**src/rtl/imm_pkg.sv**
```systemverilog
// ---------------------------------------------------------------------------
// imm_pkg
// Shared definitions for the immediate decode pipeline:
//   - imm_type_e : 3-bit immediate format code presented on out_type
//   - OPC_*      : RV32/RV64 major opcode constants (inst[6:0])
//   - imm_classify : maps an opcode (plus funct3[2] for SYSTEM) to a format
//   - imm_fmt_*    : raw 32-bit immediate assembly for each format
// No ports; imported by imm_decode and imm_decode_pipe.
// ---------------------------------------------------------------------------
package imm_pkg;

  typedef enum logic [2:0] {
    IMM_I       = 3'd0,
    IMM_S       = 3'd1,
    IMM_B       = 3'd2,
    IMM_U       = 3'd3,
    IMM_J       = 3'd4,
    IMM_Z       = 3'd5,
    IMM_NONE    = 3'd6,
    IMM_ILLEGAL = 3'd7
  } imm_type_e;

  localparam logic [6:0] OPC_LOAD      = 7'b0000011;
  localparam logic [6:0] OPC_OP_IMM    = 7'b0010011;
  localparam logic [6:0] OPC_JALR      = 7'b1100111;
  localparam logic [6:0] OPC_STORE     = 7'b0100011;
  localparam logic [6:0] OPC_BRANCH    = 7'b1100011;
  localparam logic [6:0] OPC_LUI       = 7'b0110111;
  localparam logic [6:0] OPC_AUIPC     = 7'b0010111;
  localparam logic [6:0] OPC_JAL       = 7'b1101111;
  localparam logic [6:0] OPC_SYSTEM    = 7'b1110011;
  localparam logic [6:0] OPC_OP        = 7'b0110011;
  localparam logic [6:0] OPC_OP_IMM_32 = 7'b0011011;
  localparam logic [6:0] OPC_OP_32     = 7'b0111011;

  // Opcode to format. The full 7-bit compare also rejects compressed
  // encodings (inst[1:0] != 2'b11), since none of the constants match them.
  // The *W opcodes only exist on RV64, so they are illegal when rv64 is low.
  function automatic imm_type_e imm_classify(input logic [6:0] opcode,
                                             input logic       funct3_msb,
                                             input logic       rv64);
    imm_type_e t;
    case (opcode)
      OPC_LOAD, OPC_OP_IMM, OPC_JALR: t = IMM_I;
      OPC_STORE:                      t = IMM_S;
      OPC_BRANCH:                     t = IMM_B;
      OPC_LUI, OPC_AUIPC:             t = IMM_U;
      OPC_JAL:                        t = IMM_J;
      OPC_SYSTEM:                     t = funct3_msb ? IMM_Z : IMM_I;
      OPC_OP:                         t = IMM_NONE;
      OPC_OP_IMM_32:                  t = rv64 ? IMM_I : IMM_ILLEGAL;
      OPC_OP_32:                      t = rv64 ? IMM_NONE : IMM_ILLEGAL;
      default:                        t = IMM_ILLEGAL;
    endcase
    return t;
  endfunction

  // Each helper returns a 32-bit value already sign-extended to bit 31, so
  // widening to XLEN afterwards is a single signed cast.
  function automatic logic [31:0] imm_fmt_i(input logic [31:0] inst);
    return {{20{inst[31]}}, inst[31:20]};
  endfunction

  function automatic logic [31:0] imm_fmt_s(input logic [31:0] inst);
    return {{20{inst[31]}}, inst[31:25], inst[11:7]};
  endfunction

  function automatic logic [31:0] imm_fmt_b(input logic [31:0] inst);
    return {{19{inst[31]}}, inst[31], inst[7], inst[30:25], inst[11:8], 1'b0};
  endfunction

  function automatic logic [31:0] imm_fmt_u(input logic [31:0] inst);
    return {inst[31:12], 12'b0};
  endfunction

  function automatic logic [31:0] imm_fmt_j(input logic [31:0] inst);
    return {{11{inst[31]}}, inst[31], inst[19:12], inst[20], inst[30:21], 1'b0};
  endfunction

  // CSR immediate: the rs1 field is an unsigned 5-bit value.
  function automatic logic [31:0] imm_fmt_z(input logic [31:0] inst);
    return {27'b0, inst[19:15]};
  endfunction

endpackage

```
**src/rtl/imm_decode.sv**
```systemverilog
// ---------------------------------------------------------------------------
// imm_decode
// Purely combinational immediate decoder sitting between the two pipeline
// registers of imm_decode_pipe.
// Parameters:
//   XLEN     : width of the produced immediate (32 or 64)
// Ports:
//   instr    : in  [31:0]     full instruction word
//   imm      : out [XLEN-1:0] extended immediate (0 for NONE / ILLEGAL)
//   imm_type : out [2:0]      format code (imm_type_e encoding)
// ---------------------------------------------------------------------------
module imm_decode
  import imm_pkg::*;
#(
  parameter int XLEN = 32
) (
  input  logic [31:0]     instr,
  output logic [XLEN-1:0] imm,
  output logic [2:0]      imm_type
);

  imm_type_e   fmt;
  logic [31:0] raw;

  // Classify first, then pick the matching bit scatter. Every format helper
  // already yields a value correct at 32 bits, so the XLEN=64 result is just
  // a sign extension of it; Z is zero in bit 31 and therefore stays
  // zero-extended, and NONE/ILLEGAL select zero.
  always_comb begin
    fmt = imm_classify(instr[6:0], instr[14], XLEN == 64);
    raw = '0;
    case (fmt)
      IMM_I:   raw = imm_fmt_i(instr);
      IMM_S:   raw = imm_fmt_s(instr);
      IMM_B:   raw = imm_fmt_b(instr);
      IMM_U:   raw = imm_fmt_u(instr);
      IMM_J:   raw = imm_fmt_j(instr);
      IMM_Z:   raw = imm_fmt_z(instr);
      default: raw = '0;
    endcase
    imm      = XLEN'($signed(raw));
    imm_type = fmt;
  end

endmodule

```
**src/rtl/imm_decode_pipe.sv**
```systemverilog
// ---------------------------------------------------------------------------
// imm_decode_pipe
// Two-stage valid/ready pipeline that extracts and extends the immediate of
// an RV32/RV64 instruction. S1 registers the raw instruction and tag, the
// imm_decode block works on S1, and S2 registers the decoded result which
// drives the out_* ports directly.
// Parameters:
//   XLEN        : immediate width, 32 or 64
//   TAG_W       : width of the opaque sideband tag
// Ports:
//   clk         : in   clock, rising edge
//   reset       : in   synchronous active-high reset
//   flush       : in   drop every in-flight entry at the next edge
//   in_valid    : in   in_instr / in_tag are valid
//   in_ready    : out  block accepts this cycle
//   in_instr    : in   [31:0] instruction word
//   in_tag      : in   [TAG_W-1:0] sideband tag
//   out_valid   : out  out_* fields are valid
//   out_ready   : in   consumer accepts this cycle
//   out_imm     : out  [XLEN-1:0] extended immediate
//   out_type    : out  [2:0] immediate format code
//   out_illegal : out  out_type is ILLEGAL
//   out_tag     : out  [TAG_W-1:0] tag of the presented entry
// ---------------------------------------------------------------------------
module imm_decode_pipe
  import imm_pkg::*;
#(
  parameter int XLEN  = 32,
  parameter int TAG_W = 4
) (
  input  logic             clk,
  input  logic             reset,
  input  logic             flush,
  input  logic             in_valid,
  output logic             in_ready,
  input  logic [31:0]      in_instr,
  input  logic [TAG_W-1:0] in_tag,
  output logic             out_valid,
  input  logic             out_ready,
  output logic [XLEN-1:0]  out_imm,
  output logic [2:0]       out_type,
  output logic             out_illegal,
  output logic [TAG_W-1:0] out_tag
);

  // Stage 1: raw instruction
  logic             s1_valid;
  logic [31:0]      s1_instr;
  logic [TAG_W-1:0] s1_tag;

  // Stage 2: decoded result
  logic             s2_valid;
  logic [XLEN-1:0]  s2_imm;
  logic [2:0]       s2_type;
  logic [TAG_W-1:0] s2_tag;

  // Decoder outputs for the S1 entry
  logic [XLEN-1:0]  dec_imm;
  logic [2:0]       dec_type;

  // Handshake helpers
  logic s2_free;
  logic s1_adv;
  logic in_fire;

  // A stage can take new data when it is empty or its occupant is leaving
  // in the same cycle. in_ready therefore chains combinationally from
  // out_ready, which keeps full throughput with only two entries of storage.
  // Reset and flush both force in_ready low so nothing is accepted into a
  // pipeline that is being cleared.
  always_comb begin
    s2_free  = !s2_valid || out_ready;
    s1_adv   = s1_valid && s2_free;
    in_ready = !reset && !flush && (!s1_valid || s1_adv);
    in_fire  = in_valid && in_ready;
  end

  imm_decode #(
    .XLEN (XLEN)
  ) u_decode (
    .instr    (s1_instr),
    .imm      (dec_imm),
    .imm_type (dec_type)
  );

  // S1 register. Payload only loads on an accepted transfer so a stalled
  // entry keeps its contents. Flush kills the valid bit but leaves the
  // payload alone; it will be overwritten by the next accepted input.
  always_ff @(posedge clk) begin
    if (reset) begin
      s1_valid <= 1'b0;
      s1_instr <= '0;
      s1_tag   <= '0;
    end else if (flush) begin
      s1_valid <= 1'b0;
    end else begin
      s1_valid <= in_fire || (s1_valid && !s1_adv);
      if (in_fire) begin
        s1_instr <= in_instr;
        s1_tag   <= in_tag;
      end
    end
  end

  // S2 register. Loading only when S1 advances keeps out_* frozen while the
  // consumer stalls, and holds the last value once the entry drains.
  always_ff @(posedge clk) begin
    if (reset) begin
      s2_valid <= 1'b0;
      s2_imm   <= '0;
      s2_type  <= '0;
      s2_tag   <= '0;
    end else if (flush) begin
      s2_valid <= 1'b0;
    end else begin
      s2_valid <= s1_adv || (s2_valid && !out_ready);
      if (s1_adv) begin
        s2_imm  <= dec_imm;
        s2_type <= dec_type;
        s2_tag  <= s1_tag;
      end
    end
  end

  always_comb begin
    out_valid   = s2_valid;
    out_imm     = s2_imm;
    out_type    = s2_type;
    out_illegal = (s2_type == IMM_ILLEGAL);
    out_tag     = s2_tag;
  end

endmodule

```
**config.mk**
```make
export PLATFORM = sky130hd
export DESIGN_NAME = imm_decode_pipe
export DESIGN_NICKNAME = d
export VERILOG_FILES = /design/src/rtl/imm_pkg.sv /design/src/rtl/imm_decode.sv /design/src/rtl/imm_decode_pipe.sv
export SDC_FILE = /design/constraint.sdc
export NUM_CORES = 1
export LEC_CHECK = 0
export ABC_AREA = 1
export BUFFER_PORTS_ARGS = -buffer_cell sky130_fd_sc_hd__buf_4
export CORE_MARGIN = 1
export CORE_UTILIZATION = 57
export DETAILED_ROUTE_END_ITERATION = 10
export PLACE_DENSITY = 0.93
export SETUP_SLACK_MARGIN = 0.2
export SLEW_MARGIN = 15
export SYNTH_ARGS = -nofsm -noshare
export SYNTH_HDL_FRONTEND = slang
export SYNTH_SLANG_ARGS = --single-unit
```
**constraint.sdc**
```tcl
create_clock -name clk -period 3.75 [get_ports clk]
set_input_delay 0.375 -clock clk [delete_from_list [all_inputs] [get_ports clk]]
set_output_delay 0.375 -clock clk [all_outputs]
set_load 0.01 [all_outputs]
```
==> summary by stage, run 1 <==
Outcome
The run finished with clean final reports.

Critical path
Among the stages of the critical path, the cell type that occurs most often is nand2_1. The element type at the critical path end is a flop. The maximum fanout along the worst path is 53. For this design, the slowest cell found on the critical path is buf_4. In this run the critical register-to-register path is launched from out_valid. On the worst path, the slowest cell contributes a delay of 0.45 ns. The signal on the critical path passes through inv_1 > nor2_1 > nand2_1 > nand2_1 > inv_1 > nand2_1 > buf_4 > o21ai_0 > a21oi_1. The setup path with the least slack is of type reg2reg. In this design, the largest share of critical-path delay is due to simple AND/OR/NAND/NOR gates. The number of buffer and inverter instances along the worst setup path is 3. The start point of the critical path is out_valid.

STA puts the critical path data required time at 4.02 ns. At the worst endpoint, the arrival time is 2.50 ns. The worst setup path is launched from a flop.

GRT
Entering global routing, the biggest net connects 54 pins. The first-pass GRT wire length is 13.9 mm. The global routing usage summed across all routing layers is 29.1%. The remaining global-route overflow is 0. The via count of the first global-routing pass is 3006. The number of antenna violations at the first check in global routing is 0.

Pwr
The design draws 1.63 mW. VDD sags by at most 274 uV. The power density over the cells is 394 nW/um^2.

For this design the static power due to leakage is 1.82 nW.

Clock network
The total CTS buffers is 9. The clock-pin slew on the worst setup and hold paths is 0.08 ns. After clock tree synthesis, the flow added hold-fix buffers numbering 0. The clock sink count is 77.

The clock reaches the later pin of the worst-skew pair after 0.35 ns. The number of setup buffers added after CTS is 0. The TritonCTS clock tree is built. The H-tree depth is 3. The count of cells resized by post-cts repair is 0. The CTS root buffer is clkbuf_8. The maximum buffer depth of the clock tree is 2.

STA
Setup repair after global routing left no endpoint under its margin. After layout, the minimum clock period comes to 2.23 ns. The worst path uses 59.6% of the clock period. Measured against its own limit, the worst slew margin works out to 39.4%. Setup violations remaining at the end of the flow were counted as 0. The final-layout worst hold slack is 0.305 ns.

For the pin with the worst max-slew slack, the measured transition is 0.908 ns. For the final database, setup skew stands at 0.00968 ns. The number of failing hold endpoints at the final stage is 0.

Setup total negative slack on the finished layout was measured at 0 ns. The max-slew violation total from the final report is 0. The maximum clock frequency is 0.448 GHz.

Drt
The total iterations of the first detailed-routing run is 5. The total via count in the routed design is 3361. In the routed layout, each cell is associated on average with a via count of 5.51. The total wire length after detailed routing is 8.51 mm. After detailed routing, the average wire length per cell comes to 13.9 um. After the first detailed-routing iteration, the DRC count stood at 246.

In this run the remaining antenna-violating nets after routing total 0. The DRC violations left is 0.

Floorplanning
The number of top-level pins is 83. After floorplanning, the core was sized to cover 5570 um^2. The die width is 78.3 um. The floorplan row count is 27. The die area is 6140 um^2. From bottom edge to top edge, the die measures 78.3 um. The starting density of the core is 59.6%.

Synth
The summed instance area of the synthesized netlist is 3320 um^2. A synthesized cell averages 7.13 um^2. The number of different library cells used by synthesis comes to 20. After technology mapping, the gate count stands at 466. Yosys attributes the largest share of cell area to dfxtp_1, a21oi_1, nand2_1. In this run the biggest area consumer among cell types represents 46.4% of the synthesized area. The net count after synthesis is 507. Summing the sequential cell areas from Yosys gives 46.4% of the chip area.

The largest area contributor in the synthesized netlist is dfxtp_1. The count of synthesis-stage warnings from yosys is 0. Synthesis inferred 77 register bits.

Placed design
The placer's final routability congestion estimate is 0.898. In this run the cell area measured after placement is 3930 um^2. The count of buffers inserted at the top-level ports is 82. After legalization and detailed placement, the total HPWL measured 5.80 mm.

Cells and area
The post-route core utilization is 74.3%. The number of antenna diodes in the final layout is 0. The final net count is 576.

Summing all non-filler instances in the final layout gives an area of 4140 um^2. The ratio of cells with drive above 1 in the final layout is 22.1%. The layout overhead on the synthesized area is 24.7%.

Min path
The origin of the worst min-delay path is in_tag[2]. The min-delay analysis places its worst path in the category in2reg.

Flow run
The total of max-cap violations is 0.
==> Yosys cell counts, drive strengths merged <==
cell type  instances
clkbuf            19
nor2              27
a21oi             92
inv               46
nand2            109
o211ai             3
o21bai             1
o22ai              4
buf                7
nand4              2
nand3             31
o21ai             47
nor3               1
dfxtp             77
==> report_power, final <==
part	leakage, nW	switching [mW]	internal [mW]
logic	1.09	0.0578	0.0460
clock network	0.108	0.291	0.386
registers	0.624	0.0144	0.837
total	1.82	0.364	1.27
==> flip-flops by register name (all words and copies together) (netlist names) <==
signal     flops
out_imm       32
s1_instr      32
out_tag        4
s1_tag         4
out_type       3
out_valid      1
s1_valid       1
==> stage by stage <==
step	setup WS, ns	std cells
2_1_floorplan	2.30	466
3_5_place_dp	1.45	596
5_1_grt	1.28	610
3_3_place_gp	1.61	596
6_report	1.52	610
4_1_cts	1.58	610
==> per-layer routing <==
layer	GRT usage, %	routed length, um	vias up	part of all wire (%)
li1	-	-	1668	-
met1	37.4	3620	1524	43
met2	48.2	4220	150	50
met3	6.51	502	19	5.9
met4	10.0	162	0	1.9
met5	0	0	-	0
==> cells in the final DEF (no fill, tap or decap), types with 6 or more instances in the layout <==
| cell type | n |
|---|---|
| inv_1 | 40 |
| dfxtp_1 | 77 |
| nand3_1 | 27 |
| buf_4 | 84 |
| o21ai_0 | 47 |
| clkbuf_8 | 10 |
| inv_2 | 6 |
| nor2_2 | 6 |
| nand2_1 | 106 |
| a21oi_1 | 92 |
| nor2_1 | 20 |
==> worst reg2reg max path: cells and delay by family (launching register included) <==
family / cells / cell delay [ns]
and+or+nand+nor: 4 / 0.72
AOI/OAI and AO/OA: 2 / 0.42
DFF: 1 / 0.33
buffers and inverters: 3 / 0.68
==> cell families (layout without fill, tap and decap cells) <==
| kind of cell | Yosys count | after routing | synth area share (%) |
|---|---|---|---|
| compound gates | 147 | 147 | 22.6 |
| simple gates | 170 | 170 | 22.2 |
| flops | 77 | 77 | 46.4 |
| buf+inv | 72 | 144 | 8.78 |
==> worst paths after layout <==
kind	to	slack (ns)	cells after the start
hold / removal	s1_tag[2]	0.30	3
setup / recovery	s1_instr[23]	1.52	9
hold reg to reg	s1_tag[0]	0.46	2
setup reg to reg	s1_instr[23]	1.52	9
==> area by class of cell <==
class	count	area [um^2]
clock buffers	10	138
clock inverters	4	73.8
fillers	452	1430
inverters	46	173
multi-input cells	317	1500
flip-flops and latches	77	1540
well taps	72	90.1
repair buffers	84	631
(Power assumes the default switching activity.)
==> run 2, diff against run 1 <==
- CORE_UTILIZATION: 57 -> 53
- PLACE_DENSITY: 0.93 -> 0.88
- clock period: 3.75 -> 2.3 ns (I/O delays scaled with it)
==> run 2 against run 1 <==
Compared with the run above:
- critical path depth unchanged
- highest routed layer unchanged
- setup slack got worse by 1.1 ns
- via count rose by 0.89%
- non-clock buffer count up 3
- power up 64%
==> summary by stage, run 2 (synthesized netlist as in run 1, its figures left out) <==
GRT
The remaining global-route overflow is 0 (unchanged). The via count of the first global-routing pass is 3026 (+0.67%). The met3 demand-to-capacity share in global routing came to 5.06% (-1.5 points). The fraction of met1 tracks used by global routing came to 35.4% (-1.9 points). The pin count of the biggest net entering global routing is 51 (-5.6%).

The global routing stage identified its most utilized layer as met2. The global routing usage summed across all routing layers came to 27.3% (-1.8 points). The first-pass GRT wire length is 13.7 mm (-1.6%). The global-route met2 utilization is 43.6% (-4.5 points). The number of antenna violations at the first check in global routing was 0 (unchanged).

Floorplanning
The die area is 6590 um^2 (+7.4%). The number of top-level pins is 83 (unchanged). The die width came to 81.2 um (+3.6%). The die outline height is 81.2 um (+3.6%).

The floorplan row count was 28 (+3.7%). The area inside the core boundary came to 5990 um^2 (+7.5%). The starting density of the core was 55.5% (-4.1 points).

Drt
The detail-routed via count per cell is 5.50 (-0.25%). The violation count after the first detailed-route iteration is 278 (+13%). The post-route antenna net violation count came to 0 (unchanged). The average routed wire per standard cell came to 14.0 um (+0.13%).

The DRC violations left is 0 (unchanged). The total iterations of the first detailed-routing run is 5 (unchanged). The total via count in the routed design was 3391 (+0.89%).

The total wire length after detailed routing is 8.61 mm (+1.3%).

STA
The number of failing setup endpoints in the final timing report is 0 (unchanged). The pin slew with the least headroom to its limit is 0.952 ns (+0.0436 ns). The final clock skew is 0.00800 ns (-0.00168 ns).

The final total negative setup slack is 0 ns (unchanged). The max-slew violation total from the final report is 0 (unchanged). The max-slew headroom at the worst pin is 36.5% (-2.9 points).

The final-layout worst hold slack is 0.166 ns (-0.139 ns). The maximum clock frequency was 0.535 GHz (+20%). The number of failing hold endpoints at the final stage is 0 (unchanged). Setup repair after global routing could not meet its margin everywhere. The shortest period the worst path allows is 1.87 ns (-0.365 ns). The portion of the clock cycle consumed by the worst path in the final layout came to 81.2% (+22 points).

Critical path
The data required time at the worst endpoint is 2.57 ns (-1.45 ns). The critical path is of the reg2reg type. The worst setup path is captured at a flop. The kind of launch point of the worst setup path is a flop. The arrival time reported for the critical path endpoint is 2.14 ns (-0.36 ns).

The startpoint identified for the worst register-to-register timing path is out_valid. The maximum fanout along the worst path is 37 (-30%). In this run the worst setup path begins at out_valid.

Placed design
The HPWL after detailed placement is 5.85 mm (+0.85%). The placer's final routability congestion estimate is 0.869 (-3.2%). The count of buffers inserted at the top-level ports is 82 (unchanged).

Cells and area
The final net count is 579 (+0.52%). The number of antenna repair diodes is 0 (unchanged). The number of fillers in the final layout is 488 (+8.0%). The most common cell after layout, fill and taps aside is nand2_1. The ratio of cells with drive above 1 in the final layout is 22.5% (+0.39 points). The layout overhead on the synthesized area is 25.9%. In the layout the commonest cells are nand2_1, a21oi_1, buf_4.

Pwr
The power density over the cells was 642 nW/um^2 (+63%). The worst supply voltage drop on vdd is 445 uV (+62%). The switching part of the total power is 22.7% (+0.41 points). The static leakage was 1.83 nW (+0.78%). The switching power of the nets is 0.609 mW (+67%). The clock share of power was 41.8% (+0.3 points). The internal portion of total power is 2.08 mW (+64%).

The sequential group share of total power was 51.7% (-0.5 points). The relative contribution of combinational cells to total power is 6.4% (about the same).

Min path
The origin of the worst min-delay path is in_instr[3]. The worst min-delay path class is in2reg.

Clock network
The cell sitting at the root of the clock tree is a clkbuf_8. The total CTS buffers is 9 (unchanged). The maximum buffer depth of the clock tree came to 2 (unchanged). The clock-pin slew on the worst setup and hold paths is 0.08 ns (about the same). The number of buffers added to fix hold violations after cts was 0 (unchanged). The worst-skew pair later-pin latency is 0.34 ns (about the same). The H-tree depth is 3 (unchanged). The post-CTS setup-driven buffer insertion count is 0 (unchanged). The clock sink count is 77 (unchanged). TritonCTS built the clock tree.

Flow run
The total of max-cap violations came to 0 (unchanged).

Outcome
The flow ran to the end, and the final reports show no timing, DRC or antenna violations.
-- run 2: cell types whose count changed in the layout (fill, tap and decap cells not counted) --
cell / before / now
buf_4: 84 / 86
buf_6: 0 / 1
clkbuf_1: 0 / 1
clkinv_4: 1 / 0
clkinvlp_4: 0 / 1
nand3_2: 4 / 3
nand3_4: 0 / 1
-- run 2: final cells by class --
class | instances | area (um^2) | area share, %
Clock buffer | 11 | 141 | 3.38
Clock inverter | 4 | 72.6 | 1.74
Inverter | 46 | 173 | 4.13
Multi-Input combinational cell | 317 | 1500 | 35.9
Sequential cell | 77 | 1540 | 36.9
Tap cell | 75 | 93.8 | 2.24
Timing Repair Buffer | 87 | 657 | 15.7
-- run 2: path summary, 6_finish.rpt --
path	slack, ns	endpoint	cells past startpoint
worst max-delay path	0.43	s1_instr[23]	9
worst min-delay path	0.17	s1_instr[3]	3
worst max register to register	0.43	s1_instr[23]	9
worst min register to register	0.46	s1_tag[0]	2
-- run 2: power groups by stage --
| stage | clock network [mW] | registers [mW] | logic (mW) |
|---|---|---|---|
| 6_report | 1.12 | 1.39 | 0.173 |
| 5_1_grt | 1.19 | 1.39 | 0.189 |
| 4_1_cts | 1.12 | 1.39 | 0.170 |
| 3_5_place_dp | 0 | 1.42 | 0.167 |
| 3_3_place_gp | 0 | 1.42 | 0.162 |
| 2_1_floorplan | 0 | 1.41 | 0.0856 |
-- run 2: routing by layer --
metal / routed length (um) / vias up
met4: 224 / 0
met2: 4080 / 151
met1: 3790 / 1538
li1: - / 1675
met5: 0 / -
met3: 522 / 27
-- run 2: per-stage QoR --
step	total power, mW	area (um^2)	utilization [%]	worst slack [ns]	instances
after floorplan	1.50	3320	-	0.849	466
after global placement	1.58	3960	66.0	0.550	602
after detailed placement	1.58	3960	66.0	0.410	602
after CTS	2.68	4170	69.6	0.341	617
after global routing	2.77	4180	69.8	0.201	617
final	2.68	4180	69.8	0.432	617
-- run 2: timing repair --
| action | CTS | global route |
|---|---|---|
| setup endpoints to repair | 0 | 26 |
| endpoints found under the hold margin | 0 | 0 |
| resized for setup | 0 | 2 |
-- run 2: critical path: stages, from the launching register on --
cell	delay [ns]
dfxtp_1	0.34
inv_1	0.04
nor2_1	0.26
nand2_1	0.14
nand2_1	0.09
inv_1	0.19
nand2_1	0.17
buf_6	0.27
o21ai_0	0.14
a21oi_1	0.17
